<file path="src/rtl/datapath_pkg.sv">
`default_nettype none
// ============================================================================
// Module      : datapath_pkg
// Description : Shared encodings and defaults for the datapath_gen2 slice:
//               bus-source selects, ALU opcodes and the MUL/DIV engine state.
// Revision    : 1.0 - initial release
// ============================================================================
package datapath_pkg;

    localparam int DEF_WIDTH  = 32;
    localparam int DEF_NREGS  = 16;
    localparam int DEF_ADDR_W = 9;
    localparam int SEL_W      = 4;
    localparam int OP_W       = 4;

    localparam logic [SEL_W-1:0] SRC_NONE   = 4'd0;
    localparam logic [SEL_W-1:0] SRC_REG    = 4'd1;
    localparam logic [SEL_W-1:0] SRC_PC     = 4'd2;
    localparam logic [SEL_W-1:0] SRC_MDR    = 4'd3;
    localparam logic [SEL_W-1:0] SRC_HI     = 4'd4;
    localparam logic [SEL_W-1:0] SRC_LO     = 4'd5;
    localparam logic [SEL_W-1:0] SRC_ZHI    = 4'd6;
    localparam logic [SEL_W-1:0] SRC_ZLO    = 4'd7;
    localparam logic [SEL_W-1:0] SRC_INPORT = 4'd8;
    localparam logic [SEL_W-1:0] SRC_CSIGN  = 4'd9;

    localparam logic [OP_W-1:0] ALU_ADD  = 4'd0;
    localparam logic [OP_W-1:0] ALU_SUB  = 4'd1;
    localparam logic [OP_W-1:0] ALU_AND  = 4'd2;
    localparam logic [OP_W-1:0] ALU_OR   = 4'd3;
    localparam logic [OP_W-1:0] ALU_SHL  = 4'd4;
    localparam logic [OP_W-1:0] ALU_SHR  = 4'd5;
    localparam logic [OP_W-1:0] ALU_SHRA = 4'd6;
    localparam logic [OP_W-1:0] ALU_ROL  = 4'd7;
    localparam logic [OP_W-1:0] ALU_ROR  = 4'd8;
    localparam logic [OP_W-1:0] ALU_NEG  = 4'd9;
    localparam logic [OP_W-1:0] ALU_NOT  = 4'd10;
    localparam logic [OP_W-1:0] ALU_INC  = 4'd11;
    localparam logic [OP_W-1:0] ALU_MUL  = 4'd12;
    localparam logic [OP_W-1:0] ALU_DIV  = 4'd13;

    typedef enum logic [0:0] {
        MD_IDLE = 1'b0,
        MD_RUN  = 1'b1
    } md_state_e;

endpackage
`default_nettype wire

</file>
<file path="src/rtl/md_unit.sv">
`default_nettype none
// ============================================================================
// Module      : md_unit
// Description : Iterative radix-2 signed multiply / divide engine. Works on
//               operand magnitudes for WIDTH steps and fixes signs at the end.
// Revision    : 1.0 - initial release
// ============================================================================
module md_unit
    import datapath_pkg::*;
#(
    parameter int WIDTH = DEF_WIDTH
) (
    input  logic             clk,
    input  logic             rst_n,
    input  logic             start,
    input  logic             is_div,
    input  logic [WIDTH-1:0] a,
    input  logic [WIDTH-1:0] b,
    output logic             busy,
    output logic             done,
    output logic             div0,
    output logic             fin,
    output logic [WIDTH-1:0] res_hi,
    output logic [WIDTH-1:0] res_lo
);

    localparam int CNT_W = $clog2(WIDTH);

    md_state_e        state_q, state_d;
    logic [CNT_W-1:0] cnt_q, cnt_d;
    logic             div_q, div_d, neg_q, neg_d, rneg_q, rneg_d, bz_q, bz_d;
    logic             done_q, done_d, div0_q, div0_d;
    logic [WIDTH-1:0] dvd_q, dvd_d, lq_q, lq_d, m_q, m_d;
    logic [WIDTH:0]   acc_q, acc_d;

    logic [WIDTH:0]     mul_sum, div_sh, div_trial, step_acc;
    logic [WIDTH-1:0]   step_lq, a_mag, b_mag, quo, rem;
    logic [2*WIDTH-1:0] prod_mag, prod;

    assign busy = (state_q == MD_RUN);
    assign done = done_q;
    assign div0 = div0_q;
    assign fin  = (state_q == MD_RUN) && (cnt_q == CNT_W'(WIDTH - 1));

    // One shift-add (MUL) or restoring shift-subtract (DIV) step per cycle.
    always_comb begin
        a_mag     = a[WIDTH-1] ? -a : a;
        b_mag     = b[WIDTH-1] ? -b : b;
        mul_sum   = acc_q + (lq_q[0] ? {1'b0, m_q} : '0);
        div_sh    = {acc_q[WIDTH-1:0], lq_q[WIDTH-1]};
        div_trial = div_sh - {1'b0, m_q};
        if (div_q) begin
            if (!div_trial[WIDTH]) begin
                step_acc = div_trial;
                step_lq  = {lq_q[WIDTH-2:0], 1'b1};
            end else begin
                step_acc = div_sh;
                step_lq  = {lq_q[WIDTH-2:0], 1'b0};
            end
        end else begin
            step_acc = {1'b0, mul_sum[WIDTH:1]};
            step_lq  = {mul_sum[0], lq_q[WIDTH-1:1]};
        end
        prod_mag = {step_acc[WIDTH-1:0], step_lq};
        prod     = neg_q ? -prod_mag : prod_mag;
        quo      = neg_q ? -step_lq : step_lq;
        rem      = rneg_q ? -step_acc[WIDTH-1:0] : step_acc[WIDTH-1:0];
        if (!div_q) begin
            res_hi = prod[2*WIDTH-1:WIDTH];
            res_lo = prod[WIDTH-1:0];
        end else if (bz_q) begin
            res_hi = dvd_q;
            res_lo = '1;
        end else begin
            res_hi = rem;
            res_lo = quo;
        end
    end

    always_comb begin
        state_d = state_q;
        cnt_d   = cnt_q;
        div_d   = div_q;
        neg_d   = neg_q;
        rneg_d  = rneg_q;
        bz_d    = bz_q;
        dvd_d   = dvd_q;
        lq_d    = lq_q;
        m_d     = m_q;
        acc_d   = acc_q;
        done_d  = 1'b0;
        div0_d  = div0_q;
        if (start && (state_q == MD_IDLE)) begin
            state_d = MD_RUN;
            cnt_d   = '0;
            div_d   = is_div;
            neg_d   = a[WIDTH-1] ^ b[WIDTH-1];
            rneg_d  = a[WIDTH-1];
            bz_d    = (b == '0);
            dvd_d   = a;
            acc_d   = '0;
            lq_d    = is_div ? a_mag : b_mag;
            m_d     = is_div ? b_mag : a_mag;
            div0_d  = 1'b0;
        end else if (state_q == MD_RUN) begin
            acc_d = step_acc;
            lq_d  = step_lq;
            cnt_d = cnt_q + CNT_W'(1);
            if (fin) begin
                state_d = MD_IDLE;
                done_d  = 1'b1;
                if (div_q && bz_q) div0_d = 1'b1;
            end
        end
    end

    always_ff @(posedge clk or negedge rst_n) begin
        if (!rst_n) begin
            state_q <= MD_IDLE;
            cnt_q   <= '0;
            div_q   <= 1'b0;
            neg_q   <= 1'b0;
            rneg_q  <= 1'b0;
            bz_q    <= 1'b0;
            dvd_q   <= '0;
            lq_q    <= '0;
            m_q     <= '0;
            acc_q   <= '0;
            done_q  <= 1'b0;
            div0_q  <= 1'b0;
        end else begin
            state_q <= state_d;
            cnt_q   <= cnt_d;
            div_q   <= div_d;
            neg_q   <= neg_d;
            rneg_q  <= rneg_d;
            bz_q    <= bz_d;
            dvd_q   <= dvd_d;
            lq_q    <= lq_d;
            m_q     <= m_d;
            acc_q   <= acc_d;
            done_q  <= done_d;
            div0_q  <= div0_d;
        end
    end

endmodule
`default_nettype wire

</file>
<file path="src/rtl/datapath_gen2.sv">
`default_nettype none
// ============================================================================
// Module      : datapath_gen2
// Description : Single-bus CPU datapath with encoded bus source select and an
//               iterative MUL/DIV engine. Define R0_ZERO_EN to hardwire R0=0.
// Revision    : 1.0 - initial release
// ============================================================================
module datapath_gen2
    import datapath_pkg::*;
#(
    parameter  int WIDTH  = DEF_WIDTH,
    parameter  int NREGS  = DEF_NREGS,
    parameter  int ADDR_W = DEF_ADDR_W,
    localparam int RIDX_W = $clog2(NREGS)
) (
    input  logic              clock,
    input  logic              clear,
    input  logic [SEL_W-1:0]  src_sel,
    input  logic [RIDX_W-1:0] src_reg,
    input  logic [WIDTH-1:0]  csign_in,
    input  logic              dst_we,
    input  logic [RIDX_W-1:0] dst_reg,
    input  logic              pc_in,
    input  logic              mar_in,
    input  logic              y_in,
    input  logic              hi_in,
    input  logic              lo_in,
    input  logic              out_in,
    input  logic              mdr_in,
    input  logic              mdr_rd,
    input  logic              ip_in,
    input  logic [WIDTH-1:0]  in_port,
    input  logic              z_in,
    input  logic [OP_W-1:0]   alu_op,
    input  logic              md_start,
    output logic              md_busy,
    output logic              md_done,
    output logic              div0,
    output logic [WIDTH-1:0]  bus_out,
    output logic [WIDTH-1:0]  pc_q,
    output logic [ADDR_W-1:0] mem_addr,
    output logic [WIDTH-1:0]  mem_wdata,
    input  logic [WIDTH-1:0]  mem_rdata,
    output logic [WIDTH-1:0]  out_port
);

    localparam int SH_W = $clog2(WIDTH);

    logic [WIDTH-1:0]  regs_q [NREGS];
    logic [WIDTH-1:0]  regs_d [NREGS];
    logic [WIDTH-1:0]  pc_d, mdr_q, mdr_d, y_q, y_d, hi_q, hi_d, lo_q, lo_d;
    logic [WIDTH-1:0]  zhi_q, zhi_d, zlo_q, zlo_d, inport_q, inport_d, outport_q, outport_d;
    logic [ADDR_W-1:0] mar_q, mar_d;

    logic [WIDTH-1:0]   bus, reg_rd, alu_res, md_hi, md_lo;
    logic [SH_W-1:0]    shamt;
    logic [2*WIDTH-1:0] rol_w, ror_w;
    logic               md_go, md_fin;

    assign bus_out   = bus;
    assign mem_addr  = mar_q;
    assign mem_wdata = mdr_q;
    assign out_port  = outport_q;

    always_comb begin
        reg_rd = regs_q[src_reg];
`ifdef R0_ZERO_EN
        if (src_reg == '0) reg_rd = '0;
`endif
        case (src_sel)
            SRC_NONE:   bus = '0;
            SRC_REG:    bus = reg_rd;
            SRC_PC:     bus = pc_q;
            SRC_MDR:    bus = mdr_q;
            SRC_HI:     bus = hi_q;
            SRC_LO:     bus = lo_q;
            SRC_ZHI:    bus = zhi_q;
            SRC_ZLO:    bus = zlo_q;
            SRC_INPORT: bus = inport_q;
            SRC_CSIGN:  bus = csign_in;
            default:    bus = '0;
        endcase
    end

    // Rotates take the matching half of a doubled operand after a plain shift.
    always_comb begin
        shamt = bus[SH_W-1:0];
        rol_w = {y_q, y_q} << shamt;
        ror_w = {y_q, y_q} >> shamt;
        case (alu_op)
            ALU_ADD:  alu_res = y_q + bus;
            ALU_SUB:  alu_res = y_q - bus;
            ALU_AND:  alu_res = y_q & bus;
            ALU_OR:   alu_res = y_q | bus;
            ALU_SHL:  alu_res = y_q << shamt;
            ALU_SHR:  alu_res = y_q >> shamt;
            ALU_SHRA: alu_res = $signed(y_q) >>> shamt;
            ALU_ROL:  alu_res = rol_w[2*WIDTH-1:WIDTH];
            ALU_ROR:  alu_res = ror_w[WIDTH-1:0];
            ALU_NEG:  alu_res = -bus;
            ALU_NOT:  alu_res = ~bus;
            ALU_INC:  alu_res = bus + WIDTH'(1);
            default:  alu_res = bus;
        endcase
    end

    assign md_go = md_start && !md_busy && ((alu_op == ALU_MUL) || (alu_op == ALU_DIV));

    md_unit #(
        .WIDTH (WIDTH)
    ) u_md_unit (
        .clk    (clock),
        .rst_n  (clear),
        .start  (md_go),
        .is_div (alu_op == ALU_DIV),
        .a      (y_q),
        .b      (bus),
        .busy   (md_busy),
        .done   (md_done),
        .div0   (div0),
        .fin    (md_fin),
        .res_hi (md_hi),
        .res_lo (md_lo)
    );

    always_comb begin
        regs_d = regs_q;
`ifdef R0_ZERO_EN
        if (dst_we && (dst_reg != '0)) regs_d[dst_reg] = bus;
`else
        if (dst_we) regs_d[dst_reg] = bus;
`endif
        pc_d      = pc_in  ? bus : pc_q;
        mar_d     = mar_in ? bus[ADDR_W-1:0] : mar_q;
        y_d       = y_in   ? bus : y_q;
        hi_d      = hi_in  ? bus : hi_q;
        lo_d      = lo_in  ? bus : lo_q;
        outport_d = out_in ? bus : outport_q;
        inport_d  = ip_in  ? in_port : inport_q;
        mdr_d     = mdr_in ? (mdr_rd ? mem_rdata : bus) : mdr_q;
        zhi_d     = zhi_q;
        zlo_d     = zlo_q;
        // z_in is locked out while the engine runs and when a start is accepted.
        if (md_fin) begin
            zhi_d = md_hi;
            zlo_d = md_lo;
        end else if (z_in && !md_busy && !md_go) begin
            zhi_d = '0;
            zlo_d = alu_res;
        end
    end

    always_ff @(posedge clock or negedge clear) begin
        if (!clear) begin
            for (int i = 0; i < NREGS; i++) regs_q[i] <= '0;
            pc_q      <= '0;
            mar_q     <= '0;
            mdr_q     <= '0;
            y_q       <= '0;
            hi_q      <= '0;
            lo_q      <= '0;
            zhi_q     <= '0;
            zlo_q     <= '0;
            inport_q  <= '0;
            outport_q <= '0;
        end else begin
            regs_q    <= regs_d;
            pc_q      <= pc_d;
            mar_q     <= mar_d;
            mdr_q     <= mdr_d;
            y_q       <= y_d;
            hi_q      <= hi_d;
            lo_q      <= lo_d;
            zhi_q     <= zhi_d;
            zlo_q     <= zlo_d;
            inport_q  <= inport_d;
            outport_q <= outport_d;
        end
    end

endmodule
`default_nettype wire

</file>
<file path="config.mk">
export PLATFORM = sky130hd
export DESIGN_NAME = datapath_gen2
export DESIGN_NICKNAME = d
export VERILOG_FILES = /design/src/rtl/datapath_pkg.sv /design/src/rtl/md_unit.sv /design/src/rtl/datapath_gen2.sv
export SDC_FILE = /design/constraint.sdc
export NUM_CORES = 2
export LEC_CHECK = 0
export BUFFER_PORTS_ARGS = -buffer_cell sky130_fd_sc_hd__buf_2
export CAP_MARGIN = 20
export CORE_ASPECT_RATIO = 1.25
export CORE_MARGIN = 2
export CORE_UTILIZATION = 35
export DETAILED_ROUTE_END_ITERATION = 8
export GPL_TIMING_DRIVEN = 0
export PLACE_DENSITY_LB_ADDON = 0.3
export SLEW_MARGIN = 20
export SYNTH_ARGS = -nofsm -noshare
export SYNTH_HDL_FRONTEND = slang
export SYNTH_HIERARCHICAL = 1
export SYNTH_SLANG_ARGS = --single-unit
</file>
<file path="constraint.sdc">
create_clock -name clock -period 6.95 [get_ports clock]
set_input_delay 0.695 -clock clock [delete_from_list [all_inputs] [get_ports clock]]
set_output_delay 0.695 -clock clock [all_outputs]
set_load 0.02 [all_outputs]
</file>
==> results.sh <==
export IMPL_wl_per_cell_um=37.0
export IMPL_maxCapViolations=0
export IMPL_synthToLayoutAreaGrowth_pct=17.3
export IMPL_floorplan_initialDensity_pct=35.2
export IMPL_die_w_um=379
export IMPL_setup_slack_ps=-369
export IMPL_clkTransAtPathRegs_ps=70
export IMPL_hold_path_class="primary input to register"
export IMPL_tightest_slew_ps=1330
export IMPL_grt_pass1_wl_mm=507
export IMPL_synth_area_per_cell_um2=8.58
export IMPL_status="complete, but fails checks"
export IMPL_synth_yosys_warnings=6
export IMPL_ys_flop_type="dfrtp_1"
export IMPL_nets=7902
export IMPL_detail_route_antenna_nets=0
export IMPL_multiInputGateArea_mm2=0.0363
export IMPL_synthCells=7189
export IMPL_async_reset_ff_share_pct=100
export IMPL_ir_worst_vdd_uv=238
export IMPL_ys_ff_latch=949
export IMPL_ys_seq_area_share_pct=38.5
export IMPL_place_congestion=1.09
export IMPL_clk_path_buf_depth=3
export IMPL_start_kind="register"
export IMPL_crit_path_end_kind="register"
export IMPL_cts_made_buffers=106
export IMPL_violations="setup timing"
export IMPL_num_vias=66000
export IMPL_cts_tree="yes"
export IMPL_fin_crit_ps=7320
export IMPL_dp_hpwl_mm=289
export IMPL_portBuffers=253
export IMPL_rsz0062_at_grt="yes"
export IMPL_first_pass_iters=8
export IMPL_powerDensity_mw_per_mm2=413
export IMPL_rows=172
export IMPL_synth_edff_count=0
export IMPL_synth_common_cells="dfrtp_1, a21oi_1, nor2_1, nand2_1, o21ai_0"
export IMPL_finalHoldViolCount=0
export IMPL_dieArea_mm2=0.180
export IMPL_wl_mm=374
export IMPL_grt_pass1_vias=61800
export IMPL_maxSlewViolCount=0
export IMPL_grt_max_degree=134
export IMPL_finalSetupViolations=10
export IMPL_cts_htree_levels=3
export IMPL_drcViolationCount=0
export IMPL_synthDistinctLibCells=110
export IMPL_gr_usage_all_layers_pct=40.7
export IMPL_worst_setup_path_type="register to register"
export IMPL_cts_root_buf="clkbuf_16"
export IMPL_dp_cells=9817
export IMPL_clkSinkCount=949
export IMPL_synth_cell_area_mm2=0.0617
export IMPL_die_h_um=473
export IMPL_critical_path_arrival_ps=7890
export IMPL_yosys_top_cells_area="dfrtp_1, a21oi_1, o21ai_0"
export IMPL_pre_cts_ws_ps=-4270
export IMPL_p_leak_nw=29.7
export IMPL_instances_no_fill=10100
export IMPL_core_mm2=0.175
export IMPL_via_per_inst=6.53
export IMPL_reg2reg_slack_ps=-370
export IMPL_synth_nets=7452
export IMPL_fmax_ghz=0.137
export IMPL_drive_above_1_share_pct=15.4
export IMPL_ios=266
export IMPL_yosysTopAreaCell="dfrtp_1"
export IMPL_max_slew_margin_pct=11.1
export IMPL_yosysMostFrequentCell="dfrtp_1"
export IMPL_fill_cells=17800
export IMPL_drt_iter0_markers=9569
export IMPL_critical_path_peak_fanout=10
export IMPL_skew_ps=96.5
export IMPL_critPathRequiredTime_ps=7520
export IMPL_yosys_area_top_type_share_pct=38.5
export IMPL_antenna_found_initial=43
export IMPL_clock_latency_ps=790
export IMPL_fin_crit_sh_pct=105
export IMPL_seq_area_mm2=0.0238
export IMPL_grt_overflow=0
==> what timing repair did <==
| action | in CTS | in global routing |
|---|---|---|
| setup buffers | 50 | 34 |
| hold buffers | 1 | 0 |
| resized for setup | 279 | 109 |
| setup endpoints to repair | 118 | 43 |
| endpoints found under the hold margin | 52 | 0 |
| pin swaps | 41 | 44 |
==> metal layers <==
| metal | routed length [um] | global-route usage, % |
|---|---|---|
| met5 | 246 | 0 |
| met2 | 156000 | 59.6 |
| met4 | 37300 | 31.6 |
| met3 | 42800 | 12.3 |
| met1 | 138000 | 49.8 |
==> final timing paths <==
path                                      start                 to  cells after the start
min in group asynchronous                 clear         regs_q[48]                      2
worst min-delay path                in_port[17]       inport_q[17]                      2
worst min register to register      regs_q[115]        regs_q[115]                      2
max in group asynchronous                 clear  u_md_unit/m_q[14]                      6
worst max-delay path            u_md_unit/div_q          zlo_q[10]                     19
worst max register to register  u_md_unit/div_q          zlo_q[10]                     19
==> final cells by class <==
cell class	instances	area share, %
diodes	25	0.0865
multi-input cells	5505	50.1
flip-flops and latches	949	32.9
plain buffers	566	3.57
repair buffers	368	3.44
clock inverters	40	0.785
well taps	2349	4.06
inverters	143	0.801
clock buffers	153	4.24
==> per-stage QoR <==
| step | util, % | instance area, um2 | power, mW | setup TNS, ps | hold slack (ps) |
|---|---|---|---|---|---|
| CTS | 40.8 | 71600 | 28.8 | -1030 | 101 |
| finish | 41.3 | 72400 | 29.9 | -1460 | 138 |
| floorplan | - | 61700 | 16.3 | 0 | 399 |
| global placement | 37.6 | 65900 | 22.0 | - | 457 |
| detailed placement | 38.0 | 66600 | 22.1 | -290690 | 466 |
| global route | 41.2 | 72300 | 30.9 | -1080 | 147 |
==> layout by cell type (no fill, tap or decap), types with 28 or more instances in the layout <==
cell type and count:
dfrtp_1 910, nor2_1 804, a21oi_1 789, nand2_1 760, o21ai_0 619, clkbuf_1 411
buf_2 286, nand3_1 194, mux2i_1 157, mux4_2 134, inv_1 125, xnor2_1 124
mux2_2 118, ha_1 114, o211ai_1 110, clkbuf_16 107, and2_1 94, a211oi_1 91
a22oi_1 90, buf_4 88, nor3_1 80, a21o_1 79, o31ai_1 73, xor2_1 72
nand4_1 58, buf_1 54, a31oi_1 49, a22o_1 44, or3_1 43, nand2b_1 41
nor2b_1 40, a221oi_1 40, clkbuf_2 39, dfrtp_2 39, o22ai_1 37, and3_1 31
o21a_1 28
==> logic make-up after synthesis <==
group / share of synthesized area (%)
adders and majority gates: 3.11
muxes: 9.68
buffers and inverters: 4.64
xor gates and xnor gates: 2.83
DFF: 38.5
and+or+nand+nor: 17.1
AOI/OAI and AO/OA: 24.1
==> where the power goes <==
part / internal (mW) / switching, mW / total [mW]
Sequential: 6.83 / 1.76 / 8.60
Clock: 3.38 / 2.57 / 5.96
Combinational: 5.26 / 10.1 / 15.3
Total: 15.5 / 14.4 / 29.9
==> registers in the layout, indices dropped and copies added (netlist names), 5 cells and up <==
| name | cells |
|---|---|
| mem_addr | 9 |
| u_md_unit/lq_q | 32 |
| u_md_unit/dvd_q | 31 |
| pc_q | 32 |
| regs_q | 512 |
| lo_q | 32 |
| u_md_unit/acc_q | 33 |
| u_md_unit/m_q | 32 |
| out_port | 32 |
| hi_q | 32 |
| u_md_unit/cnt_q | 5 |
| y_q | 32 |
| inport_q | 32 |
| zhi_q | 32 |
| mem_wdata | 32 |
| zlo_q | 32 |
==> worst max-delay path, cell delays in order, from the launching register on <==
cell       delay [ps]
dfrtp_1           420
buf_6             170
inv_2             180
clkbuf_1          440
buf_1             820
clkbuf_1          740
clkbuf_2          560
a21oi_4           150
ha_4              200
nand2_2            60
a211o_1           140
o21ai_0           120
xnor2_1           520
nand2_1           190
inv_1              90
a21oi_1            80
a2111oi_2         830
o221ai_1          300
o31ai_1           900
a41oi_1           210
Power figures use the tool's default switching activity.
